$ cat config.mk
export PLATFORM = sky130hd
export DESIGN_NAME = context_scheduler
export DESIGN_NICKNAME = d
export VERILOG_FILES = /design/src/rtl/context_scheduler.sv
export SDC_FILE = /design/constraint.sdc
export NUM_CORES = 1
export LEC_CHECK = 0
export BUFFER_PORTS_ARGS = -buffer_cell sky130_fd_sc_hd__buf_4
export CORE_ASPECT_RATIO = 1.1
export CORE_MARGIN = 5
export CORE_UTILIZATION = 45
export CTS_CLUSTER_SIZE = 24
export DETAILED_ROUTE_END_ITERATION = 8
export GPL_TIMING_DRIVEN = 0
export PLACE_DENSITY = 0.65
export SKIP_CTS_REPAIR_TIMING = 1
export SLEW_MARGIN = 40
export SYNTH_ARGS = -nofsm -noshare
export SYNTH_HDL_FRONTEND = slang
export SYNTH_SLANG_ARGS = --single-unit
$ cat constraint.sdc
create_clock -name clk -period 3.6 [get_ports clk]
set_input_delay 0.72 -clock clk [delete_from_list [all_inputs] [get_ports clk]]
set_output_delay 0.72 -clock clk [all_outputs]
set_load 0.02 [all_outputs]
$ cat src/rtl/context_scheduler.sv
// Round-robin issue scheduler over N hardware contexts with per-context wait counters.
// A blocked context is held off until its counter drains; stall freezes the issue stage only.
`ifndef LEN_CONTEXT_ID
`define LEN_CONTEXT_ID 2
`endif

module context_scheduler #(
    parameter int LEN_CONTEXT_ID = `LEN_CONTEXT_ID,
    parameter int LEN_WAIT       = 4,
    localparam int N             = 2**LEN_CONTEXT_ID
) (
    input  logic                      clk,
    input  logic                      rst,
    input  logic [N-1:0]              ctx_ready,
    input  logic                      stall,
    input  logic                      block_valid,
    input  logic [LEN_CONTEXT_ID-1:0] block_id,
    input  logic [LEN_WAIT-1:0]       block_cycles,
    output logic                      issue_valid,
    output logic [N-1:0]              issue_ctx,
    output logic [LEN_CONTEXT_ID-1:0] issue_id,
    output logic [N-1:0]              ctx_waiting
);

    logic                      issue_valid_q, issue_valid_d;
    logic [N-1:0]              issue_ctx_q, issue_ctx_d;
    logic [LEN_CONTEXT_ID-1:0] issue_id_q, issue_id_d;
    logic [N-1:0]              ptr_q, ptr_d;
    logic [LEN_WAIT-1:0]       cnt_q [N];
    logic [LEN_WAIT-1:0]       cnt_d [N];

    logic [LEN_CONTEXT_ID-1:0] ptr_idx;
    logic [LEN_CONTEXT_ID-1:0] scan_idx;
    logic [LEN_CONTEXT_ID-1:0] grant_id;
    logic [N-1:0]              eligible;
    logic [N-1:0]              grant;
    logic                      found;

    always_comb begin
        ptr_idx = '0;
        for (int i = 0; i < N; i++)
            if (ptr_q[i]) ptr_idx = LEN_CONTEXT_ID'(i);
    end

    // A same-cycle nonzero block masks the context even though its counter is still 0.
    always_comb begin
        for (int i = 0; i < N; i++)
            eligible[i] = ctx_ready[i] && (cnt_q[i] == '0) &&
                          !(block_valid && (block_id == LEN_CONTEXT_ID'(i)) && (block_cycles != '0));
    end

    // Scan offsets from the pointer; index arithmetic wraps naturally since N is a power of two.
    always_comb begin
        grant    = '0;
        grant_id = '0;
        found    = 1'b0;
        scan_idx = '0;
        for (int k = 0; k < N; k++) begin
            scan_idx = ptr_idx + LEN_CONTEXT_ID'(k);
            if (!found && eligible[scan_idx]) begin
                grant[scan_idx] = 1'b1;
                grant_id        = scan_idx;
                found           = 1'b1;
            end
        end
    end

    always_comb begin
        issue_valid_d = issue_valid_q;
        issue_ctx_d   = issue_ctx_q;
        issue_id_d    = issue_id_q;
        ptr_d         = ptr_q;
        if (!stall) begin
            issue_valid_d = found;
            issue_ctx_d   = grant;
            issue_id_d    = grant_id;
            if (found) ptr_d = {grant[N-2:0], grant[N-1]};
        end
    end

    // Counters keep draining through stalls; a block request overrides the decrement.
    always_comb begin
        for (int i = 0; i < N; i++) begin
            cnt_d[i] = cnt_q[i];
            if (block_valid && (block_id == LEN_CONTEXT_ID'(i)))
                cnt_d[i] = block_cycles;
            else if (cnt_q[i] != '0)
                cnt_d[i] = cnt_q[i] - LEN_WAIT'(1);
        end
    end

    always_ff @(posedge clk) begin
        if (rst) begin
            issue_valid_q <= 1'b0;
            issue_ctx_q   <= '0;
            issue_id_q    <= '0;
            ptr_q         <= N'(1);
            for (int i = 0; i < N; i++) cnt_q[i] <= '0;
        end else begin
            issue_valid_q <= issue_valid_d;
            issue_ctx_q   <= issue_ctx_d;
            issue_id_q    <= issue_id_d;
            ptr_q         <= ptr_d;
            for (int i = 0; i < N; i++) cnt_q[i] <= cnt_d[i];
        end
    end

    always_comb begin
        for (int i = 0; i < N; i++) ctx_waiting[i] = (cnt_q[i] != '0);
    end

    assign issue_valid = issue_valid_q;
    assign issue_ctx   = issue_ctx_q;
    assign issue_id    = issue_id_q;

endmodule

==> results of run 1 <==
[placed cells by master, fill, tap and decap left out, types with 2 or more instances in the layout]
cell type	netlist	final
nand2_1	22	22
or3_1	5	5
a21oi_1	17	17
a211oi_1	4	4
clkbuf_1	3	3
o211ai_1	3	3
nand3_1	6	6
xnor2_1	4	4
nor3_1	6	6
buf_2	2	2
a222oi_1	3	3
inv_1	12	12
mux2_2	2	2
clkbuf_8	0	4
ha_1	16	16
nor2b_1	2	2
a31oi_1	2	2
nand3b_1	4	4
xor2_1	4	4
a311oi_1	6	6
dfxtp_1	26	26
o2111ai_1	3	3
mux2i_1	6	6
buf_4	0	23
nor2_1	25	25
[per-stage QoR]
step,util,cells
after floorplan,-,201
after global placement,0.532,274
after detailed placement,0.532,274
after CTS,0.547,278
after global routing,0.547,278
final,0.547,278
[where the power goes]
group | internal (µW) | leakage, µW | switching [µW]
registers | 403 | 0.000215 | 72.1
clock network | 98.1 | 0.0000288 | 96.7
logic | 545 | 0.000604 | 726
[final cells by class]
class	count	area (µm²)
timing repair buffer	23	173
inverter	12	45.0
clock buffer	4	55.1
tap	50	62.6
buffer	6	25.0
multi-input combinational	157	1120
sequential	26	520
fill	369	1650
[logic make-up (layout without fill, tap and decap cells)]
kind of cell,after synthesis,in the layout
fa+ha+maj,16,16
buf+inv,18,45
flops,26,26
compound gates,46,46
simple gates,77,77
mux,10,10
xor+xnor,8,8
[flip-flops by register name (all words and copies together), names as in the netlist]
register     flops
issue_ctx        4
ptr_q            3
issue_valid      1
issue_id         2
cnt_q           16
[worst paths after layout]
kind	start	end	slack [ns]
worst max register to register	ptr_q[1]$_SDFFE_PP0P_	issue_ctx[1]$_SDFFE_PP0N_	0.84
worst max-delay path	block_cycles[1]	issue_ctx[1]$_SDFFE_PP0N_	0.68
worst min-delay path	issue_id[1]$_SDFFE_PP0N_	issue_id[1]$_SDFFE_PP0N_	0.47
worst min register to register	issue_id[1]$_SDFFE_PP0N_	issue_id[1]$_SDFFE_PP0N_	0.47
[tightest hold or removal path, delay by kind of cell (launching register included)]
| kind | cells | cell delay (ns) |
|---|---|---|
| and+or+nand+nor | 1 | 0.06 |
| AOI/OAI and AO/OA | 1 | 0.05 |
| DFF | 1 | 0.32 |
[routing by layer]
layer  routed length, µm  GRT usage
met5                   0          0
met2                1700      0.247
met1                1890      0.239
met4                  35     0.0411
met3                 108     0.0328
==> impl_metrics.env, run 1 <==
export IMPL_cts_tree="yes"
export IMPL_synth_edf_count=0
export IMPL_avgSynthCellArea_um2=8.51
export IMPL_crit_slowest_cell="nor4_4"
export IMPL_crit_fanout=5
export IMPL_timing_final_crit_share=0.812
export IMPL_die_h_um=74.7
export IMPL_drv_slew=0
export IMPL_place_area_um2=1950
export IMPL_clk_latency_ns=0.28
export IMPL_antenna_left=0
export IMPL_crit_path_max_incr_delay_ns=0.46
export IMPL_cp_arrival_ns=3.12
export IMPL_fmax_mhz=342
export IMPL_crit_chain="buf_4 -> nor4_4 -> o2111ai_1 -> mux2i_1 -> or3b_4 -> a211oi_4 -> nand2_1 -> a311oi_1"
export IMPL_place_congestion=0.774
export IMPL_outcome="complete, no violations"
export IMPL_area_growth_pct=17.0
export IMPL_design_die_area_um2=5140
export IMPL_grt_max_degree=15
export IMPL_syn_inst=201
export IMPL_clk_path_buf_depth=2
export IMPL_path_depth=8
export IMPL_vdd_drop_max_mv=0.373
export IMPL_grt_usage=0.164
export IMPL_start_util=0.468
export IMPL_grt_pass1_vias=1365
export IMPL_whs_path_depth=2
export IMPL_total_power_uw=1940
export IMPL_hold_violations=0
export IMPL_synth_top_family_by_area="simple AND/OR/NAND/NOR gates"
export IMPL_grt_overflow_total=0
export IMPL_start_kind="primary input"
export IMPL_critPathRequiredTime_ns=3.79
export IMPL_h_tree_depth=1
export IMPL_io_pins=25
export IMPL_clock_skew_ns=0.00686
export IMPL_muxShareOfSynthArea=0.0629
export IMPL_synth_async_reset_ratio=0
export IMPL_vias_per_cell=5.37
export IMPL_cts_buffers=3
export IMPL_setup_violations=0
export IMPL_pre_cts_ws_ns=0.392
export IMPL_slew_headroom=0.608
export IMPL_setup_ws_ns=0.678
export IMPL_drt_initial_drc_count=107
export IMPL_cts_sinks=26
export IMPL_synth_common_cells="dfxtp_1, nor2_1, nand2_1"
export IMPL_yosysWarnings=0
export IMPL_synth_area_um2=1710
export IMPL_grt_first_pass_wirelength_um=6400
export IMPL_cts_root_buf="clkbuf_8"
export IMPL_critPathKind="primary input to flop"
export IMPL_synth_compound_area_share=0.213
export IMPL_diodes=0
export IMPL_drt_pass1_iter_count=7
export IMPL_end_kind="flop"
export IMPL_drv_cap=0
export IMPL_coreArea_um2=3650
export IMPL_p_leak_uw=0.000847
export IMPL_fin_nets=259
export IMPL_hp_class="flop to flop"
export IMPL_finalInstanceArea_um2=2000
export IMPL_critPathTopFamily="simple AND/OR/NAND/NOR gates"
export IMPL_clk_pin_slew_ns=0.09
export IMPL_synth_xor_area_frac=0.0410
export IMPL_post_synth_top_count_cell="dfxtp_1"
export IMPL_wl_um=3730
export IMPL_synth_nets=231
export IMPL_rsz0062_at_grt="no"
export IMPL_antenna_found_initial=0
export IMPL_drc=0
export IMPL_port_buffers=23
export IMPL_power_density_nw_per_um2=970
export IMPL_fin_crit_ns=2.92
export IMPL_die_x_um=68.8
export IMPL_wl_per_cell_um=13.4
export IMPL_synthTopCellsByArea="dfxtp_1, ha_1, nor2_1"
export IMPL_synth_adder_area_share=0.117
export IMPL_tightest_slew_ns=0.585
export IMPL_rows=23
export IMPL_synthFlopType="dfxtp_1"
export IMPL_synth_top_cell_area_share=0.304
export IMPL_ys_seq_elements=26
export IMPL_yosys_area_share_simple=0.221
export IMPL_fin_hold_ws_ns=0.475
export IMPL_place_hpwl_um=2840
export IMPL_crit_buf_inv=1
export IMPL_rr_worst_depth=9
export IMPL_yosys_area_top_type="dfxtp_1"
export IMPL_dr_total_vias=1493
export IMPL_final_layout_size_suffix_gt1_frac=0.171
export IMPL_synthDistinctLibCells=41
export IMPL_seq_area_frac_synth=0.304
export IMPL_tns_ns=0
Power figures use the tool's default switching activity.
==> run 2, diff against run 1 <==
Clock period 3.6 ns to 2.9 ns, I/O delays scaled along.
==> run 2 against run 1 <==
  * Utilization increased by 0.51 points
  * Critical path depth grew 1
  * Sequential cell count unchanged
==> impl_metrics.env, run 2 (same netlist as run 1, synthesis figures left out) <==
export IMPL_final_layout_size_suffix_gt1_frac=0.183
export IMPL_drt_initial_drc_count=106
export IMPL_die_h_um=74.7
export IMPL_p_leak_uw=0.000855
export IMPL_finalInstanceArea_um2=2020
export IMPL_antenna_found_initial=0
export IMPL_place_area_um2=1950
export IMPL_place_hpwl_um=2840
export IMPL_grt_first_pass_wirelength_um=6400
export IMPL_io_pins=25
export IMPL_crit_slowest_cell="or3b_4"
export IMPL_critPathKind="flop to flop"
export IMPL_die_x_um=68.8
export IMPL_wl_um=3740
export IMPL_dr_total_vias=1508
export IMPL_layout_commonest_cell="dfxtp_1"
export IMPL_grt_pass1_vias=1365
export IMPL_wl_per_cell_um=13.4
export IMPL_critPathTopFamily="simple AND/OR/NAND/NOR gates"
export IMPL_setup_violations=0
export IMPL_largest_register_ffs=16
export IMPL_clk_path_buf_depth=2
export IMPL_coreArea_um2=3650
export IMPL_h_tree_depth=1
export IMPL_crit_buf_inv=2
export IMPL_drt_pass1_iter_count=4
export IMPL_total_power_uw=2420
export IMPL_crit_path_max_incr_delay_ns=0.43
export IMPL_port_buffers=23
export IMPL_design_die_area_um2=5140
export IMPL_end_kind="flop"
export IMPL_critPathRequiredTime_ns=3.09
export IMPL_place_congestion=0.774
export IMPL_cts_buffers=3
export IMPL_start_kind="flop"
export IMPL_outcome="complete, no violations"
export IMPL_cts_sinks=26
export IMPL_hp_class="flop to flop"
export IMPL_fin_crit_ns=2.74
export IMPL_drv_slew=0
export IMPL_tns_ns=0
export IMPL_clk_pin_slew_ns=0.09
export IMPL_diodes=0
export IMPL_power_density_nw_per_um2=1200
export IMPL_fmax_mhz=366
export IMPL_drv_cap=0
export IMPL_grt_overflow_total=0
export IMPL_fin_nets=261
export IMPL_cts_tree="yes"
export IMPL_antenna_left=0
export IMPL_area_growth_pct=18.1
export IMPL_final_cell_mix="dfxtp_1, nor2_1, buf_4"
export IMPL_use_met2=0.247
export IMPL_use_met1=0.239
export IMPL_start_util=0.468
export IMPL_crit_fanout=9
export IMPL_rows=23
export IMPL_busiest_layer="met2"
export IMPL_timing_final_crit_share=0.943
export IMPL_grt_usage=0.164
export IMPL_fin_hold_ws_ns=0.475
export IMPL_drc=0
export IMPL_cts_root_buf="clkbuf_8"
export IMPL_cp_arrival_ns=2.93
export IMPL_top_register="cnt_q"
export IMPL_slew_headroom=0.612
export IMPL_crit_chain="nor2b_1 -> or2_1 -> buf_2 -> inv_1 -> mux2i_2 -> or3b_4 -> a211oi_4 -> nand2_1 -> a311oi_1"
export IMPL_tightest_slew_ns=0.580
export IMPL_vdd_drop_max_mv=0.464
export IMPL_grt_max_degree=15
export IMPL_use_met3=0.0328
export IMPL_clk_latency_ns=0.28
export IMPL_hold_violations=0
export IMPL_clock_skew_ns=0.00713
export IMPL_vias_per_cell=5.39
export IMPL_fin_util=0.553
-- run 2: power by group --
group | switching, µW | leakage (µW) | internal, µW
logic | 905 | 0.000611 | 682
clock network | 119 | 0.0000288 | 122
registers | 89.9 | 0.000215 | 501
-- run 2: path summary, 6_finish.rpt --
kind                            depth (start not counted)                     start  slack, ns                       end
worst max-delay path                                    9     ptr_q[1]$_SDFFE_PP0P_       0.16     ptr_q[2]$_SDFFE_PP0P_
worst min-delay path                                    2  issue_id[1]$_SDFFE_PP0N_       0.48  issue_id[1]$_SDFFE_PP0N_
worst max register to register                          9     ptr_q[1]$_SDFFE_PP0P_       0.16     ptr_q[2]$_SDFFE_PP0P_
worst min register to register                          2  issue_id[1]$_SDFFE_PP0N_       0.48  issue_id[1]$_SDFFE_PP0N_
-- run 2: worst reg2reg max path, delay by kind of cell, from the launching register on --
kind	cells	cell delay, ns
buf+inv	2	0.47
flops	1	0.33
compound gates	2	0.60
mux	1	0.37
simple gates	4	0.88
-- run 2: area by class of cell --
| cell class | count | area [µm²] |
|---|---|---|
| inverters | 12 | 45.0 |
| repair buffers | 25 | 188 |
| flip-flops and latches | 26 | 520 |
| clock buffers | 4 | 55.1 |
| plain buffers | 6 | 25.0 |
| multi-input cells | 157 | 1120 |
| fillers | 368 | 1640 |
| well taps | 50 | 62.6 |
-- run 2: routing by layer --
metal,share of wire,wire (µm)
met1,0.50,1860
met2,0.45,1700
met3,0.039,144
met4,0.0094,35
met5,0,0
-- run 2: through the flow --
step | instances | worst slack (ns)
floorplan | 201 | 0.400
global placement | 274 | -0.222
detailed placement | 274 | -0.168
CTS | 278 | 0.128
global route | 280 | -0.00382
finish | 280 | 0.165
==> run 3, diff against run 2 <==
Settings changed: CTS_BUF_LIST set to sky130_fd_sc_hd__clkbuf_4, PLACE_DENSITY 0.65 to 0.68.
Clock period 2.9 ns to 2.34 ns, I/O delays scaled along.
==> run 3 against run 2 <==
  * The flow now finishes with violations (negative setup slack)
  * Wire length increased by 19%
  * Count of clock-buffer cells in the layout fell by 1
  * Non-clock buffer count increased by 13
  * Setup slack lost 0.34 ns
  * First-iteration DRC count shrank 25%
  * Highest routed layer unchanged
==> impl_metrics.env, run 3 (same netlist as run 1, synthesis figures left out) <==
export IMPL_outcome="finished with violations"
export IMPL_violations="negative setup slack"
export IMPL_dr_total_vias=1607
export IMPL_clk_path_buf_depth=2
export IMPL_cts_buffers=3
export IMPL_multi_input_area_um2=1250
export IMPL_drc=0
export IMPL_cts_root_buf="clkbuf_4"
export IMPL_vdd_drop_max_mv=0.678
export IMPL_total_power_uw=3580
export IMPL_diodes=0
export IMPL_cp_common_cell="buf_4"
export IMPL_antenna_found_initial=0
export IMPL_holdPathEnd="issue_id[0]$_SDFFE_PP0N_"
export IMPL_reg2reg_from="ptr_q[1]$_SDFFE_PP0P_"
export IMPL_setup_ws_ns=-0.177
export IMPL_rr_worst_depth=9
export IMPL_slew_headroom=0.607
export IMPL_fin_crit_ns=2.52
export IMPL_cts_tree="yes"
export IMPL_min_from="stall"
export IMPL_largest_register_ffs=16
export IMPL_critPathKind="primary input to flop"
export IMPL_port_buffers=23
export IMPL_grt_overflow_total=0
export IMPL_layout_commonest_cell="buf_4"
export IMPL_place_congestion=0.889
export IMPL_io_pins=25
export IMPL_h_tree_depth=1
export IMPL_placed_cells=274
export IMPL_area_growth_pct=30.8
export IMPL_p_leak_uw=0.000930
export IMPL_stdcell_count=293
export IMPL_r2r_end="ptr_q[2]$_SDFFE_PP0P_"
export IMPL_top_register="cnt_q"
export IMPL_cp_arrival_ns=2.74
export IMPL_crit_slowest_cell="a222oi_1"
export IMPL_grt_first_pass_wirelength_um=6590
export IMPL_grt_max_degree=15
export IMPL_critPathRequiredTime_ns=2.56
export IMPL_fin_nets=274
export IMPL_end_kind="flop"
export IMPL_start_util=0.468
export IMPL_coreArea_um2=3650
export IMPL_antenna_left=0
export IMPL_vias_per_cell=5.48
export IMPL_start_kind="primary input"
export IMPL_rows=23
export IMPL_crit_path_max_incr_delay_ns=0.47
export IMPL_final_cell_mix="buf_4, nor2_1, dfxtp_1"
export IMPL_timing_final_crit_share=1.08
export IMPL_drv_cap=0
export IMPL_critPathTopFamily="compound AO/OA/AOI/OAI gates"
export IMPL_fmax_mhz=397
export IMPL_nFillCells=311
export IMPL_hold_violations=0
export IMPL_grt_usage=0.167
export IMPL_drv_slew=0
export IMPL_die_h_um=74.7
export IMPL_seqCellArea_um2=523
export IMPL_rsz0062_at_grt="yes"
export IMPL_whs_path_depth=2
export IMPL_clk_latency_ns=0.34
export IMPL_power_density_nw_per_um2=1600
export IMPL_hp_class="primary input to flop"
export IMPL_design_die_area_um2=5140
export IMPL_crit_buf_inv=3
export IMPL_crit_chain="buf_4 -> nor4_4 -> buf_4 -> buf_4 -> o2111ai_4 -> mux2i_4 -> mux2_4 -> o21ba_4 -> a222oi_1 -> a311oi_1"
export IMPL_grt_pass1_vias=1383
export IMPL_place_hpwl_um=2880
export IMPL_crit_fanout=5
export IMPL_clk_pin_slew_ns=0.16
export IMPL_reg2reg_slack_ns=-0.16
export IMPL_wl_um=4450
export IMPL_setup_violations=8
export IMPL_tns_ns=-1.10
export IMPL_drt_initial_drc_count=80
export IMPL_wl_per_cell_um=15.2
export IMPL_final_layout_size_suffix_gt1_frac=0.300
export IMPL_clock_skew_ns=0.0145
export IMPL_die_x_um=68.8
export IMPL_cts_sinks=26
export IMPL_drt_pass1_iter_count=4
export IMPL_tightest_slew_ns=0.589
## run 3: cell types whose count changed in the layout (fill, tap and decap cells not counted), sizes merged
cell / before / now
clkinv: 0 / 1
clkinvlp: 0 / 1
clkbuf: 7 / 6
buf: 28 / 41
inv: 12 / 11
## run 3: worst register-to-register path, stage by stage (launching register included)
cell and delay (ns):
dfxtp_2 0.36, nor2b_4 0.12, or2_1 0.21, buf_6 0.14
clkinvlp_4 0.11, mux2i_4 0.29, or3b_4 0.43, a211oi_4 0.38
nand2_1 0.15, a311oi_1 0.24
## run 3: cell type report
cell class	instances	area share
Timing Repair Buffer	38	0.131
Clock inverter	1	0.00168
Tap cell	50	0.0280
Inverter	12	0.0218
Multi-Input combinational cell	157	0.557
Buffer	6	0.0168
Sequential cell	26	0.234
Clock buffer	3	0.0101
## run 3: worst max path at each step
stage,cells past startpoint,to,slack [ns],start
2_1_floorplan,8,ptr_q[1]$_SDFFE_PP0P_,-0.05,block_id[0]
5_1_grt,9,ptr_q[2]$_SDFFE_PP0P_,-0.29,ptr_q[1]$_SDFFE_PP0P_
3_3_place_gp,8,ptr_q[1]$_SDFFE_PP0P_,-0.57,block_cycles[1]
4_1_cts,9,issue_ctx[2]$_SDFFE_PP0N_,-0.45,ptr_q[1]$_SDFFE_PP0P_
3_5_place_dp,8,ptr_q[1]$_SDFFE_PP0P_,-0.61,block_cycles[1]
6_report,10,ptr_q[2]$_SDFFE_PP0P_,-0.18,block_cycles[2]
## run 3: per-stage QoR
| step | cell area [µm²] | util | worst slack [ns] | hold WS, ns |
|---|---|---|---|---|
| global route | 2240 | 0.612 | -0.285 | 0.377 |
| global placement | 1950 | 0.534 | -0.565 | 0.453 |
| finish | 2240 | 0.612 | -0.177 | 0.375 |
| detailed placement | 1950 | 0.534 | -0.613 | 0.455 |
| floorplan | 1720 | - | -0.0476 | 0.472 |
| CTS | 1980 | 0.541 | -0.445 | 0.380 |
## run 3: power by group
group,internal (µW),switching (µW)
Clock,62.8,152
Sequential,623,117
Combinational,1240,1390
Total,1920,1660
## run 3: layer usage
metal / wire, µm / GRT usage
met1: 2100 / 0.243
met2: 2130 / 0.256
met3: 152 / 0.0194
met4: 75 / 0.0541
met5: 0 / 0
